## config.mk

```make
export PLATFORM = sky130hd
export DESIGN_NAME = ahfp_add_seq_flat
export DESIGN_NICKNAME = d
export VERILOG_FILES = /design/src/rtl/ahfp_add_seq_if.sv /design/src/rtl/ahfp_add_seq.sv /design/src/flat_wrapper.sv
export SDC_FILE = /design/constraint.sdc
export NUM_CORES = 1
export LEC_CHECK = 0
export CAP_MARGIN = 15
export CORE_UTILIZATION = 40
export DETAILED_ROUTE_END_ITERATION = 7
export PLACE_DENSITY_LB_ADDON = 0.1
export SLEW_MARGIN = 0
export SYNTH_ARGS = -nofsm -noshare
export SYNTH_HDL_FRONTEND = slang
export SYNTH_SLANG_ARGS = --single-unit
export TNS_END_PERCENT = 20
```

## constraint.sdc

```tcl
create_clock -name clk -period 7.2 [get_ports clk]
set_clock_uncertainty 0.1 [all_clocks]
set_input_delay 1.44 -clock clk [delete_from_list [all_inputs] [get_ports clk]]
set_output_delay 1.44 -clock clk [all_outputs]
set_load 0.1 [all_outputs]
```

## src/rtl/ahfp_add_seq_if.sv

```systemverilog
// Handshake and operand/result bundle for the sequential FP adder.
// Master drives start and operands; slave returns result, done and busy.
interface ahfp_add_seq_if;
    logic        start;
    logic [31:0] dataa;
    logic [31:0] datab;
    logic [31:0] result;
    logic        done;
    logic        busy;

    modport master (
        output start,
        output dataa,
        output datab,
        input  result,
        input  done,
        input  busy
    );

    modport slave (
        input  start,
        input  dataa,
        input  datab,
        output result,
        output done,
        output busy
    );
endinterface

```

## src/rtl/ahfp_add_seq.sv

```systemverilog
// Multi-cycle single-precision FP adder: bit-serial align and normalise, truncating, no NaN/Inf.
// Latency d + n + 3 enabled edges from accept; start is ignored while busy, clk_en low stalls everything.
// Backpressure: none beyond busy; a start outside IDLE is dropped, not queued.
module ahfp_add_seq #(
    parameter int ALIGN_LIMIT = 25
) (
    input  logic          clk,
    input  logic          reset_n,
    input  logic          clk_en,
    ahfp_add_seq_if.slave bus
);

    localparam logic [1:0] ST_IDLE  = 2'd0;
    localparam logic [1:0] ST_ALIGN = 2'd1;
    localparam logic [1:0] ST_ADD   = 2'd2;
    localparam logic [1:0] ST_NORM  = 2'd3;

    logic [1:0]  state_q,  state_d;
    logic        zs_q,     zs_d;
    logic        sub_q,    sub_d;
    logic [8:0]  ez_q,     ez_d;
    logic [23:0] ml_q,     ml_d;
    logic [23:0] ms_q,     ms_d;
    logic [7:0]  d_q,      d_d;
    logic [24:0] m25_q,    m25_d;
    logic [31:0] result_q, result_d;
    logic        done_q,   done_d;

    // Operand unpack: a zero exponent flushes the whole operand to zero.
    logic [7:0]  exp_a, exp_b, exp_l, exp_s, d_full;
    logic [23:0] man_a, man_b, man_l, man_s;
    logic        a_ge_b;
    logic [8:0]  ez_inc;

    always_comb begin
        exp_a  = bus.dataa[30:23];
        exp_b  = bus.datab[30:23];
        man_a  = (exp_a == 8'd0) ? 24'd0 : {1'b1, bus.dataa[22:0]};
        man_b  = (exp_b == 8'd0) ? 24'd0 : {1'b1, bus.datab[22:0]};
        a_ge_b = ({exp_a, man_a} >= {exp_b, man_b});
        exp_l  = a_ge_b ? exp_a : exp_b;
        exp_s  = a_ge_b ? exp_b : exp_a;
        man_l  = a_ge_b ? man_a : man_b;
        man_s  = a_ge_b ? man_b : man_a;
        d_full = exp_l - exp_s;
        ez_inc = ez_q + 9'd1;
    end

    always_comb begin
        state_d  = state_q;
        zs_d     = zs_q;
        sub_d    = sub_q;
        ez_d     = ez_q;
        ml_d     = ml_q;
        ms_d     = ms_q;
        d_d      = d_q;
        m25_d    = m25_q;
        result_d = result_q;
        done_d   = 1'b0;

        case (state_q)
            ST_IDLE: begin
                if (bus.start) begin
                    zs_d    = a_ge_b ? bus.dataa[31] : bus.datab[31];
                    sub_d   = bus.dataa[31] ^ bus.datab[31];
                    ez_d    = {1'b0, exp_l};
                    ml_d    = man_l;
                    state_d = ST_ALIGN;
                    // Far-apart exponents skip alignment entirely.
                    if (d_full > 8'(ALIGN_LIMIT)) begin
                        ms_d = 24'd0;
                        d_d  = 8'd0;
                    end else begin
                        ms_d = man_s;
                        d_d  = d_full;
                    end
                end
            end

            ST_ALIGN: begin
                if (d_q == 8'd0) begin
                    state_d = ST_ADD;
                end else begin
                    ms_d = ms_q >> 1;
                    d_d  = d_q - 8'd1;
                end
            end

            ST_ADD: begin
                m25_d   = sub_q ? ({1'b0, ml_q} - {1'b0, ms_q})
                                : ({1'b0, ml_q} + {1'b0, ms_q});
                state_d = ST_NORM;
            end

            ST_NORM: begin
                if (m25_q == 25'd0) begin
                    result_d = 32'h0000_0000;
                    done_d   = 1'b1;
                    state_d  = ST_IDLE;
                end else if (m25_q[24]) begin
                    // Carry out: one right shift always suffices; overflow saturates to Inf pattern.
                    m25_d    = m25_q >> 1;
                    ez_d     = ez_inc;
                    result_d = (ez_inc >= 9'd255) ? {zs_q, 8'hFF, 23'd0}
                                                  : {zs_q, ez_inc[7:0], m25_q[23:1]};
                    done_d   = 1'b1;
                    state_d  = ST_IDLE;
                end else if (m25_q[23]) begin
                    result_d = {zs_q, ez_q[7:0], m25_q[22:0]};
                    done_d   = 1'b1;
                    state_d  = ST_IDLE;
                end else if (ez_q == 9'd1) begin
                    result_d = 32'h0000_0000;
                    done_d   = 1'b1;
                    state_d  = ST_IDLE;
                end else begin
                    m25_d = m25_q << 1;
                    ez_d  = ez_q - 9'd1;
                end
            end

            default: state_d = ST_IDLE;
        endcase
    end

    always_ff @(posedge clk or negedge reset_n) begin
        if (!reset_n) begin
            state_q  <= ST_IDLE;
            zs_q     <= 1'b0;
            sub_q    <= 1'b0;
            ez_q     <= 9'd0;
            ml_q     <= 24'd0;
            ms_q     <= 24'd0;
            d_q      <= 8'd0;
            m25_q    <= 25'd0;
            result_q <= 32'd0;
            done_q   <= 1'b0;
        end else if (clk_en) begin
            state_q  <= state_d;
            zs_q     <= zs_d;
            sub_q    <= sub_d;
            ez_q     <= ez_d;
            ml_q     <= ml_d;
            ms_q     <= ms_d;
            d_q      <= d_d;
            m25_q    <= m25_d;
            result_q <= result_d;
            done_q   <= done_d;
        end
    end

    assign bus.result = result_q;
    assign bus.done   = done_q;
    assign bus.busy   = (state_q != ST_IDLE);

endmodule

```

## src/flat_wrapper.sv

```systemverilog
// flat-port wrapper written by rule: the top's interface ports become plain ports
module ahfp_add_seq_flat 
#(
    parameter int ALIGN_LIMIT = 25
)
  (clk, reset_n, clk_en, bus_start, bus_dataa, bus_datab, bus_result, bus_done, bus_busy);
  ahfp_add_seq_if bus_i ();
  input  logic clk;
  input  logic reset_n;
  input  logic clk_en;
  input wire logic [$bits(bus_i.start)-1:0] bus_start;
  input wire logic [$bits(bus_i.dataa)-1:0] bus_dataa;
  input wire logic [$bits(bus_i.datab)-1:0] bus_datab;
  output wire logic [$bits(bus_i.result)-1:0] bus_result;
  output wire logic [$bits(bus_i.done)-1:0] bus_done;
  output wire logic [$bits(bus_i.busy)-1:0] bus_busy;
  assign bus_i.start = bus_start;
  assign bus_i.dataa = bus_dataa;
  assign bus_i.datab = bus_datab;
  assign bus_result = bus_i.result;
  assign bus_done = bus_i.done;
  assign bus_busy = bus_i.busy;
  ahfp_add_seq #(.ALIGN_LIMIT(ALIGN_LIMIT)) u_core (.clk(clk), .reset_n(reset_n), .clk_en(clk_en), .bus(bus_i));
endmodule
```

=== After elaboration in Yosys (flattened, before gate mapping) ===
Index checks and enable logic that the tools add are counted.

* Flip-flop bits (word level): 127
* Bits of input ports: 68
* Word-level logic and storage cells: 93

* Add/sub/neg operators: 6
* Magnitude comparators: 3
* Equal/unequal tests: 11
* Mux-type cells: 44
* Bitwise logic cells: 1
* Reduce and logical (&&, ||, !) cells: 17

{| class="wikitable"
|+ Operator list
! cell !! number
|-
| 24-bit 2-to-1 mux || 8
|-
| 32-bit 2-to-1 mux || 4
|-
| 25-bit 2-to-1 mux || 4
|-
| 25-bit case mux with 2 select lines || 1
|-
| 24-bit case mux with 2 select lines || 1
|-
| 9-bit 2-to-1 mux || 5
|-
| 8-bit 2-to-1 mux || 5
|-
| 32-bit greater-or-equal comparator || 1
|-
| 31-bit 2-to-1 mux || 1
|-
| 24-bit by 24-bit adder with 25-bit output || 1
|-
| 25-bit logical NOT || 1
|-
| 24-bit by 24-bit subtractor with 25-bit output || 1
|-
| 8-bit logical NOT || 3
|-
| 9-bit case mux with 2 select lines || 1
|-
| 8-bit case mux with 2 select lines || 1
|-
| 2-bit 2-to-1 mux || 6
|-
| 9-bit by 1-bit adder with 9-bit output, second input constant || 1
|-
| 9-bit by 1-bit == test with 1-bit output, second input constant || 1
|-
| 9-bit by 8-bit greater-or-equal comparator with 1-bit output, second input constant || 1
|-
| 3-bit AND reduction || 3
|-
| 9-bit by 1-bit subtractor with 9-bit output, second input constant || 1
|-
| 8-bit by 5-bit > comparator with 1-bit output, second input constant || 1
|-
| 2-bit case mux with 4 select lines || 1
|-
| 4-bit AND reduction || 2
|-
| other kinds (15) || 27
|}

=== Longest topological paths before layout ===
Gate-level depths: netlist of run 1.

* Word-level depth: 9
* Depth in mapped cells: 23

=== Worst setup path after synthesis of run 1 ===
OpenSTA, ideal clock, no wires.

* Kind: in2reg
* From: input port bus_dataa[28]
* To: register u_core.ms_q[23]
* Setup time: 0.140 ns
* Arrival: 6.092 ns
* Setup slack: 0.868 ns
* Stages: 22
* Path buffers: 6
* Path through: nor4_1 > nand2_1 > clkbuf_1 > and2_1 > ha_1 > a211o_1 > a21oi_1 > o211a_1 > o21ai_0 > nor3_2 > clkbuf_1 > clkbuf_1 > clkbuf_1 > a22oi_1 > ha_1 > and3_1 > o31a_1 > o21a_1 > o221ai_2 > buf_6 > buf_6 > o32ai_2

* Longest elaborated chain between the ends: 9
* Elaborated cells between the ends (all ways): 11
* Classes of those cells: add/sub (1); order compare (2); mux (7); reduce/logical (1)

{| class="wikitable"
|+ RTL lines
! what !! line !! RTL
|-
| start, declared || flat_wrapper.sv:12 || <nowiki>input wire logic [$bits(bus_i.dataa)-1:0] bus_dataa;</nowiki>
|-
| 8-bit logical NOT || ahfp_add_seq.sv:38 || <nowiki>man_a = (exp_a == 8'd0) ? 24'd0 : {1'b1, bus.dataa[22:0]};</nowiki>
|-
| 24-bit 2-to-1 mux || ahfp_add_seq.sv:38 ||
|-
| 32-bit greater-or-equal comparator || ahfp_add_seq.sv:40 || <nowiki>a_ge_b = ({exp_a, man_a} >= {exp_b, man_b});</nowiki>
|-
| 8-bit 2-to-1 mux, on equally long branches || ahfp_add_seq.sv:41, ahfp_add_seq.sv:42 ||
|-
| 8-bit subtractor || ahfp_add_seq.sv:45 || <nowiki>d_full = exp_l - exp_s;</nowiki>
|-
| 8-bit by 5-bit > comparator with 1-bit output || ahfp_add_seq.sv:70 || <nowiki>if (d_full > 8'(ALIGN_LIMIT)) begin</nowiki>
|-
| 24-bit 2-to-1 mux (*) || ahfp_add_seq.sv:70 ||
|-
| 24-bit 2-to-1 mux (*) || ahfp_add_seq.sv:63 || <nowiki>if (bus.start) begin</nowiki>
|-
| 24-bit case mux with 2 select lines (*) || ahfp_add_seq.sv:61 || <nowiki>case (state_q)</nowiki>
|-
| end signal, assigned || ahfp_add_seq.sv:144 || <nowiki>ms_q <= ms_d;</nowiki>
|-
| end, declared || ahfp_add_seq.sv:23 || <nowiki>logic [23:0] ms_q, ms_d;</nowiki>
|}

Every way passes the cells marked *; elsewhere a longest branch is shown, timed or not. The select of a mux whose other input is x is not followed.
A chain may end at the register's enable or synchronous reset.

=== Worst setup path in the final report of run 1 ===
* From: input port bus_dataa[28]
* To: register u_core.ms_q[2]

Same word-level chain as after synthesis.

==> out/results.tsv, run 1 <==
metric	value	unit
initial_utilization	0.4119	
min_period	6.385	ns
clockBufferDepth	2	
die_area	25900	um^2
status	completed	
path_buf_inv	3	
synth-seq-cells	127	
n_antenna_cell	0	
syn_area_per_cell	7.839	um^2
p_total	6.434	mW
comb_power_share	0.647	
max_slew_margin	0.2531	
tns	0	ns
yosysTopAreaCellShare	0.3145	
cts_tree	built	
arrival	6.54	ns
placed_cell_area	11320	um^2
htreeDepth	4	
io_buffers	101	
ys_top_cells_by_area	dfrtp_1 (31%), ha_1 (8.4%), nand2_1 (6.5%), o21ai_0 (6.0%), a21oi_1 (5.9%)	
ir_drop	0.2991	mV
syn2layout_area_growth	18.25	%
finalSetupViolations	0	
clock_power_share	0.143	
hp-class	register to register	
rsz0062_at_grt	false	
synth_edf_count	0	
crit_family	simple AND/OR/NAND/NOR gates	
multi_input_area	6426	um^2
synth_cells	1289	
place_congestion	0.9415	
dp_hpwl	20350	um
synth_ff_type	dfrtp_1	
clock-sinks	127	
grt_overflow	0	
drt_iter0_drc	687	
vias	9205	
synth_area_leader_cell	dfrtp_1	
yosysUniqueCellTypes	69	
clock_latency	0.43	ns
ios	102	
cp-start-kind	input pin	
hp-start	u_core.bus.result[29]	
syn_nets	1426	
reg2reg_from	u_core.ms_q[0]	
seq_area_frac_synth	0.3145	
via_per_inst	5.496	
drcViolationCount	0	
async_flop_share	1.000	
power_density	538.4	nW/um^2
crit_slowest_cell	clkdlybuf4s50_1	
grt_usage	0.2134	
core-area	24530	um^2
cts-buffers-inserted	17	
post_cts_buffers	0	
power.share.switching	0.5055	
grt_start_max_net_pins	97	
p_int	3.182	mW
power.switching	3.252	mW
final_cell_area	11950	um^2
grt_pass1_wl	44460	um
cpPeakStageDelay	0.50	ns
dr.pass1.iters	5	
drt-total-wl	27120	um
timing.fmax	156.6	MHz
seq_area	3178	um^2
root_buffer	clkbuf_16	
power.leakage	5.096	nW
syn-cell-area	10100	um^2
cp_max_fo	29	
fin_crit_sh	0.8868	
cts_hold_buf	0	
layout.nets	1475	
ctsResizeCount	0	
path_cells	clkdlybuf4s50_1 > nor4_1 > nand2_1 > buf_4 > and2_1 > ha_1 > nand4_1 > nor4_2 > o2111ai_1 > a311oi_2 > nor3_4 > nor2_1 > a22oi_1 > ha_1 > and3_1 > o31a_1 > o21a_1 > o221ai_2 > buf_4 > o31ai_1	
clkTransAtPathRegs	0.06	ns
rows	57	
drive_above_1_share	0.05848	
tightest_slew	1.120	ns
n_fill_cell	2421	
maxCapViolations	0	
die_w	160.9	um
crit_path_start	bus_dataa[28]	
wl_per_cell	16.19	um
seqPwrFrac	0.210	
yosysWarnings	0	
antenna_found_initial	0	
critical_path_class	input pin to register	
ant_nets	0	
hold_viol	0	
maxSlewViolCount	0	
endpoint_kind	register	
grt_pass1_vias	8503	
required	7.35	ns
die_h	160.9	um
[power by group through the flow]
stage / Combinational (mW) / Sequential, mW / Clock, mW
floorplan: 2.83 / 1.75 / 0
global placement: 4.12 / 1.35 / 0
detailed placement: 4.15 / 1.36 / 0
CTS: 4.17 / 1.35 / 0.937
global route: 4.64 / 1.40 / 0.969
finish: 4.17 / 1.35 / 0.920
[logic make-up after synthesis]
kind of cell / share of synthesized area
XOR/XNOR: 0.04854
AND/OR/NAND/NOR: 0.2098
multiplexers: 0.01511
buffers and inverters: 0.05151
AO/OA/AOI/OAI: 0.2744
flip-flops: 0.3145
adder cells (fa/ha/maj): 0.08618
[synthesized netlist by cell type (3+ instances only)]
master / count
nand2_1: 176
dfrtp_1: 127
o21ai_0: 122
a21oi_1: 120
nor2_1: 84
clkbuf_1: 75
ha_1: 68
xnor2_1: 44
a31oi_1: 43
inv_1: 43
a22oi_1: 35
nor2b_1: 32
and2_1: 28
nor3_1: 27
o31ai_1: 24
and3_1: 22
nor4_1: 21
a21o_1: 17
nand3_1: 12
xor2_1: 12
a22o_1: 10
o22ai_1: 10
a211oi_1: 9
buf_1: 9
nand4_1: 9
nand2b_1: 8
mux2i_1: 7
or3_1: 7
mux2_2: 6
nor3b_1: 6
o21a_1: 6
o31ai_2: 6
o211ai_1: 5
o21bai_1: 5
nand3b_1: 4
o31a_1: 3
[placed cells by master, fill, tap and decap left out, types with 9 or more instances in the layout]
cell	Yosys	routed
inv_1	43	43
xnor2_1	44	44
o31ai_1	24	24
ha_1	68	67
dfrtp_1	127	127
a22o_1	10	10
a21o_1	17	17
nand4_1	9	9
o21ai_0	122	122
buf_4	1	19
nand2_1	176	176
clkbuf_16	0	17
a211oi_1	9	9
clkdlybuf4s50_1	0	100
a31oi_1	43	42
nor4_1	21	21
nand3_1	12	12
and2_1	28	28
nor2b_1	32	32
nor2_1	84	84
o22ai_1	10	10
a22oi_1	35	35
and3_1	22	22
nor3_1	27	26
xor2_1	12	12
a21oi_1	120	120
[metal layers]
layer  part of all wire  track usage  up-vias
li1                   -            -     4749
met1               0.53       0.3289     4199
met4              0.013      0.06389        0
met5                  0            0        -
met3              0.041      0.02324       21
met2               0.42       0.3086      236
[flip-flops by register name, summed over array words and instances (netlist names)]
signal / cells
u_core.zs_q: 1
u_core.bus.result: 32
u_core.sub_q: 1
u_core.bus.done: 1
u_core.state_q: 2
u_core.m25_q: 25
u_core.d_q: 8
u_core.ml_q: 24
u_core.ms_q: 24
u_core.ez_q: 9
[metrics by stage]
stage | worst slack [ns] | hold WS (ns) | std cells | util
6_report | 0.8148 | 0.3733 | 1675 | 0.4870
3_5_place_dp | 0.3885 | 0.3664 | 1643 | 0.4613
4_1_cts | 0.8233 | 0.3797 | 1675 | 0.4870
3_3_place_gp | 0.4453 | 0.3579 | 1643 | 0.4613
5_1_grt | 0.5006 | 0.3876 | 1675 | 0.4870
2_1_floorplan | 0.8681 | 0.3436 | 1289 | -
[path summary, 6_finish.rpt]
kind | end | slack, ns | depth (start not counted)
min in group asynchronous | u_core.bus.result[25] | 0.97 | 1
setup reg to reg | u_core.m25_q[22] | 3.00 | 17
hold reg to reg | u_core.bus.result[29] | 0.37 | 1
max in group asynchronous | u_core.ml_q[14] | 4.64 | 2
setup / recovery | u_core.ms_q[2] | 0.81 | 20
hold / removal | u_core.bus.result[29] | 0.37 | 1
[area by class of cell]
type                    instances  area share
repair buffers                119     0.09571
flip-flops and latches        127      0.2660
clock inverters                14     0.01602
multi-input cells            1029      0.5378
well taps                     324     0.03393
inverters                      44     0.01382
clock buffers                  18     0.03675
Power figures use the tool's default switching activity.
==> run 2: changes to the inputs <==
Settings changed: CORE_UTILIZATION 40 to 30, TNS_END_PERCENT 20 to not set.
==> run 2 against run 1 <==
- critical path depth stayed put
- sequential cell count unchanged
- power is 1.5% higher
- non-clock buffer count stayed put
- register-to-register slack worse by 0.03 ns
- worst setup slack improved by 0.21 ns
- global-route usage down 3.8 points
- via count up 0.40%
- cell area up 1.4%
- clock power is 3.6% higher
- first-iteration DRC count fell by 23%
- combinational power is 1% higher
- largest power group unchanged
==> out/results.tsv, run 2 (synthesized netlist as in run 1, its figures left out) <==
metric	value	unit	change
status	completed		
place_congestion	0.8666		-8.0%
layout.nets	1475		unchanged
die_area	34420	um^2	+33%
htreeDepth	4		unchanged
ios	102		unchanged
maxCapViolations	0		unchanged
layout_commonest_cell	nand2_1		
power_density	538.7	nW/um^2	about the same
grt_usage	0.1758		-0.03757
fin_crit_sh	0.8572		-0.02966
grt_start_max_net_pins	97		unchanged
wl_per_cell	16.48	um	+1.8%
die_w	185.5	um	+15%
power.switching	3.314	mW	+1.9%
dp_hpwl	22320	um	+9.7%
dr.pass1.iters	5		unchanged
p_int	3.216	mW	+1.1%
tightest_slew	0.9986	ns	-0.1218 ns
ant_nets	0		unchanged
layout_common_cells	nand2_1 (176), dfrtp_1 (127), o21ai_0 (122), a21oi_1 (120), clkdlybuf4s50_1 (100)		
timing.fmax	162.0	MHz	+3.5%
rows	66		+16%
power.share.switching	0.5075		+0.001999
path_cells	clkdlybuf4s50_1 > nor4_1 > nand2_1 > buf_4 > and2_1 > ha_1 > nand4_1 > nor4_2 > o2111ai_1 > a311oi_2 > nor3_4 > nor2_1 > a22oi_1 > ha_1 > and3_1 > o31a_1 > o21a_1 > o221ai_2 > buf_12 > o41ai_1		
finalSetupViolations	0		unchanged
crit_slowest_cell	clkdlybuf4s50_1		
power.leakage	5.113	nW	+0.35%
rsz0062_at_grt	false		
hold_viol	0		unchanged
cp-start-kind	input pin		
grt_overflow	0		unchanged
clockBufferDepth	2		unchanged
seqPwrFrac	0.208		-0.002
critical_path_class	input pin to register		
grt_pass1_wl	47420	um	+6.6%
drcViolationCount	0		unchanged
clkTransAtPathRegs	0.06	ns	about the same
largest_reg_flops	32		unchanged
antenna_found_initial	0		unchanged
n_antenna_cell	0		unchanged
io_buffers	101		unchanged
clock_latency	0.42	ns	about the same
endpoint_kind	register		
initial_utilization	0.3074		-0.1044
root_buffer	clkbuf_16		
min_period	6.172	ns	-0.2135 ns
cts_hold_buf	0		unchanged
instances_no_fill	1792		+7.0%
drt_iter0_drc	532		-23%
cp_max_fo	29		unchanged
cts-buffers-inserted	17		unchanged
placed_cell_area	11470	um^2	+1.3%
p_total	6.530	mW	+1.5%
cts_tree	built		
ctsResizeCount	0		unchanged
comb_power_share	0.646		about the same
required	7.36	ns	about the same
post_cts_buffers	0		unchanged
via_per_inst	5.157		-6.2%
tns	0	ns	unchanged
clock-sinks	127		unchanged
final_cell_area	12120	um^2	+1.4%
vias	9242		+0.40%
max_slew_margin	0.3322		+0.07911
syn2layout_area_growth	19.96	%	
ir_drop	0.1945	mV	-35%
crit_top_cell	ha_1		
clock_power_share	0.146		+0.003
die_h	185.5	um	+15%
hp-class	register to register		
drt-total-wl	29540	um	+8.9%
grt_pass1_vias	8651		+1.7%
placed_cells	1760		+7.1%
cpPeakStageDelay	0.51	ns	about the same
arrival	6.34	ns	-0.20 ns
maxSlewViolCount	0		unchanged
core-area	32870	um^2	+34%
fin_util	0.3688		-0.1182
drive_above_1_share	0.05630		-0.002179
-- run 2: changes by cell type in the layout (fill, tap and decap cells not counted) --
cell,change
buf_4,-2
clkbuf_1,+2
clkinv_4,-2
clkinvlp_4,-2
buf_12,+1
buf_8,+1
bufinv_16,+1
-- run 2: cell type report --
cell class | instances | area (um^2)
fillers | 3473 | 20740
multi-input cells | 1029 | 6426
flip-flops and latches | 127 | 3178
repair buffers | 119 | 1164
well taps | 442 | 553.0
clock buffers | 20 | 446.7
clock inverters | 11 | 188.9
inverters | 44 | 165.2
-- run 2: per-stage QoR --
step	hold WS (ns)	setup slack [ns]
after floorplan	0.3436	0.8681
after global placement	0.3596	0.6393
after detailed placement	0.3650	0.5158
after CTS	0.3792	0.9664
after global routing	0.4014	0.7310
final	0.3727	1.028
-- run 2: path summary, 6_finish.rpt --
kind / slack [ns] / depth (start not counted) / end / from
worst min register to register: 0.37 / 2 / u_core.bus.result[18] / u_core.bus.result[18]
worst max register to register: 2.97 / 17 / u_core.m25_q[22] / u_core.ms_q[0]
worst min-delay path: 0.37 / 2 / u_core.bus.result[18] / u_core.bus.result[18]
worst max-delay path: 1.03 / 20 / u_core.d_q[0] / bus_dataa[28]
max in group asynchronous: 4.61 / 2 / u_core.ml_q[12] / reset_n
min in group asynchronous: 1.02 / 1 / u_core.bus.result[28] / reset_n
-- run 2: power by group through the flow --
| stage | clock [mW] | sequential, mW | combinational, mW |
|---|---|---|---|
| 2_1_floorplan | 0 | 1.75 | 2.83 |
| 3_3_place_gp | 0 | 1.36 | 4.20 |
| 3_5_place_dp | 0 | 1.37 | 4.23 |
| 4_1_cts | 0.973 | 1.36 | 4.25 |
| 5_1_grt | 0.998 | 1.40 | 4.71 |
| 6_report | 0.953 | 1.36 | 4.22 |
-- run 2: routing by layer --
layer,vias up,GRT usage,share of wire
li1,4759,-,-
met1,4264,0.2715,0.55
met2,203,0.2560,0.41
met3,16,0.02250,0.037
met4,0,0.03702,0.0074
met5,-,0,0
-- run 2: critical path, delay by kind of cell --
family	cells	cell delay, ns
compound gates	7	1.64
fa+ha+maj	2	0.51
buf+inv	3	0.96
simple gates	8	1.75
==> run 3: changes to the inputs <==
Settings changed: MAX_ROUTING_LAYER set to met4, RECOVER_POWER set to 50, SLEW_MARGIN 0 to not set.
==> run 3 against run 2 <==
- the flow now finishes with violations (capacitance limit, slew limit)
- register-to-register slack got worse by 0.02 ns
- sequential cell count stayed put
- clock power fell by 0.9%
- combinational power barely moved
- largest power group unchanged
- count of clock-buffer cells in the layout down 1
- power shrank 0.36%
- die area stayed put
- critical path depth is the same
- wire length increased by 0.38%
- via count down 0.79%
==> out/results.tsv, run 3 (synthesized netlist as in run 1, its figures left out) <==
metric	value	unit	change
status	finished with violations		
violations	capacitance limit, slew limit		
antenna_found_initial	0		unchanged
seq_area	3178	um^2	unchanged
clock_power_share	0.145		about the same
ios	102		unchanged
io_buffers	101		unchanged
endpoint_kind	register		
required	7.37	ns	about the same
die_h	185.5	um	unchanged
max_slew_margin	-1.443		-1.775
via_per_inst	5.117		-0.79%
ant_nets	0		unchanged
core-area	32870	um^2	unchanged
grt_pass1_wl	48350	um	+2.0%
cts_hold_buf	0		unchanged
grt_pass1_vias	8845		+2.2%
rows	66		unchanged
drt-total-wl	29650	um	+0.38%
placed_cell_area	11470	um^2	unchanged
tightest_slew	3.665	ns	+2.666 ns
pre_cts_slack	0.6084	ns	+0.09252 ns
power.switching	3.315	mW	about the same
multi_input_area	6426	um^2	unchanged
layout_common_cells	nand2_1 (176), dfrtp_1 (127), o21ai_0 (122), a21oi_1 (120), clkdlybuf4s50_1 (99)		
cp_max_fo	29		unchanged
place_congestion	0.8798		+1.5%
die_w	185.5	um	unchanged
dp_hpwl	22460	um	+0.63%
seqPwrFrac	0.209		about the same
root_buffer	clkbuf_16		
cp-start-kind	input pin		
n_antenna_cell	0		unchanged
drive_above_1_share	0.05556		-0.0007407
min_period	6.147	ns	-0.02481 ns
critical_path_class	input pin to register		
wl_per_cell	16.54	um	+0.38%
power.share.switching	0.5094		+0.001965
final_cell_area	12100	um^2	-0.20%
cts_tree	built		
largest_reg_flops	32		unchanged
power.leakage	5.083	nW	-0.59%
timing.fmax	162.7	MHz	+0.40%
clock-sinks	127		unchanged
power_density	537.8	nW/um^2	-0.17%
drcViolationCount	0		unchanged
syn2layout_area_growth	19.73	%	
layout_commonest_cell	nand2_1		
clock_latency	0.43	ns	about the same
initial_utilization	0.3074		unchanged
finalSetupViolations	0		unchanged
maxSlewViolCount	251		+251
instances_no_fill	1792		unchanged
hold_viol	0		unchanged
placed_cells	1760		unchanged
hold_slack	0.3727	ns	+0.00009200 ns
post_cts_buffers	0		unchanged
vias	9169		-0.79%
comb_power_share	0.646		about the same
fin_ws	1.053	ns	+0.02481 ns
ir_drop	0.2122	mV	+9.1%
n_fill_cell	3563		+2.6%
tns	0	ns	unchanged
fin_crit_sh	0.8537		-0.003446
grt_usage	0.1850		+0.009214
drt_iter0_drc	498		-6.4%
p_total	6.506	mW	-0.36%
clockBufferDepth	2		unchanged
fin_util	0.3681		-0.0007240
clkTransAtPathRegs	0.06	ns	about the same
arrival	6.31	ns	-0.03 ns
rsz0062_at_grt	false		
r2r_cells	17		unchanged
grt_overflow	0		unchanged
die_area	34420	um^2	unchanged
hold_depth	1		-1
ctsResizeCount	0		unchanged
cts-buffers-inserted	17		unchanged
hp-class	register to register		
maxCapViolations	4		+4
layout.nets	1474		-0.068%
grt_start_max_net_pins	97		unchanged
dr.pass1.iters	5		unchanged
htreeDepth	4		unchanged
p_int	3.192	mW	-0.76%
==> run 3: area by class of cell <==
| class | count | area share |
|---|---|---|
| clock buffer | 19 | 0.03744 |
| timing repair buffer | 118 | 0.09380 |
| clock inverter | 13 | 0.01551 |
| inverter | 44 | 0.01365 |
| sequential | 127 | 0.2627 |
| tap | 442 | 0.04571 |
| multi-input combinational | 1029 | 0.5312 |
==> run 3: worst paths after layout <==
| path | start | to | slack (ns) |
|---|---|---|---|
| max in group asynchronous | reset_n | u_core.ml_q[13] | 1.74 |
| max | bus_datab[24] | u_core.ms_q[10] | 1.05 |
| max reg2reg | u_core.ms_q[1] | u_core.m25_q[22] | 2.95 |
| min | u_core.bus.result[29] | u_core.bus.result[29] | 0.37 |
| min reg2reg | u_core.bus.result[29] | u_core.bus.result[29] | 0.37 |
| min in group asynchronous | reset_n | u_core.bus.result[28] | 2.16 |
==> run 3: power groups by stage <==
stage	combinational (mW)	sequential, mW	clock, mW
floorplan	2.83	1.75	0
global placement	4.20	1.36	0
detailed placement	4.22	1.37	0
CTS	4.24	1.36	0.964
global route	4.74	1.41	0.994
finish	4.21	1.36	0.944
==> run 3: metal layers <==
metal	vias up	global-route usage	part of all wire
li1	4761	-	-
met1	4175	0.2791	0.55
met2	201	0.2577	0.41
met3	32	0.01976	0.032
met4	0	0.04793	0.015
met5	-	-	0
==> run 3: worst max-delay path, cell delays in order <==
cell and delay, ns:
clkdlybuf4s50_1 0.51, nor4_1 0.42, nand2_1 0.37, buf_4 0.30
nand2_1 0.10, ha_1 0.16, nand4_1 0.15, nor4_2 0.34
o2111ai_1 0.22, a311oi_2 0.50, nor3_4 0.10, nor2_1 0.16
a22oi_1 0.11, ha_1 0.21, and3_1 0.19, o31a_1 0.26
o21a_1 0.20, o221ai_2 0.23, buf_12 0.23, o31ai_1 0.10
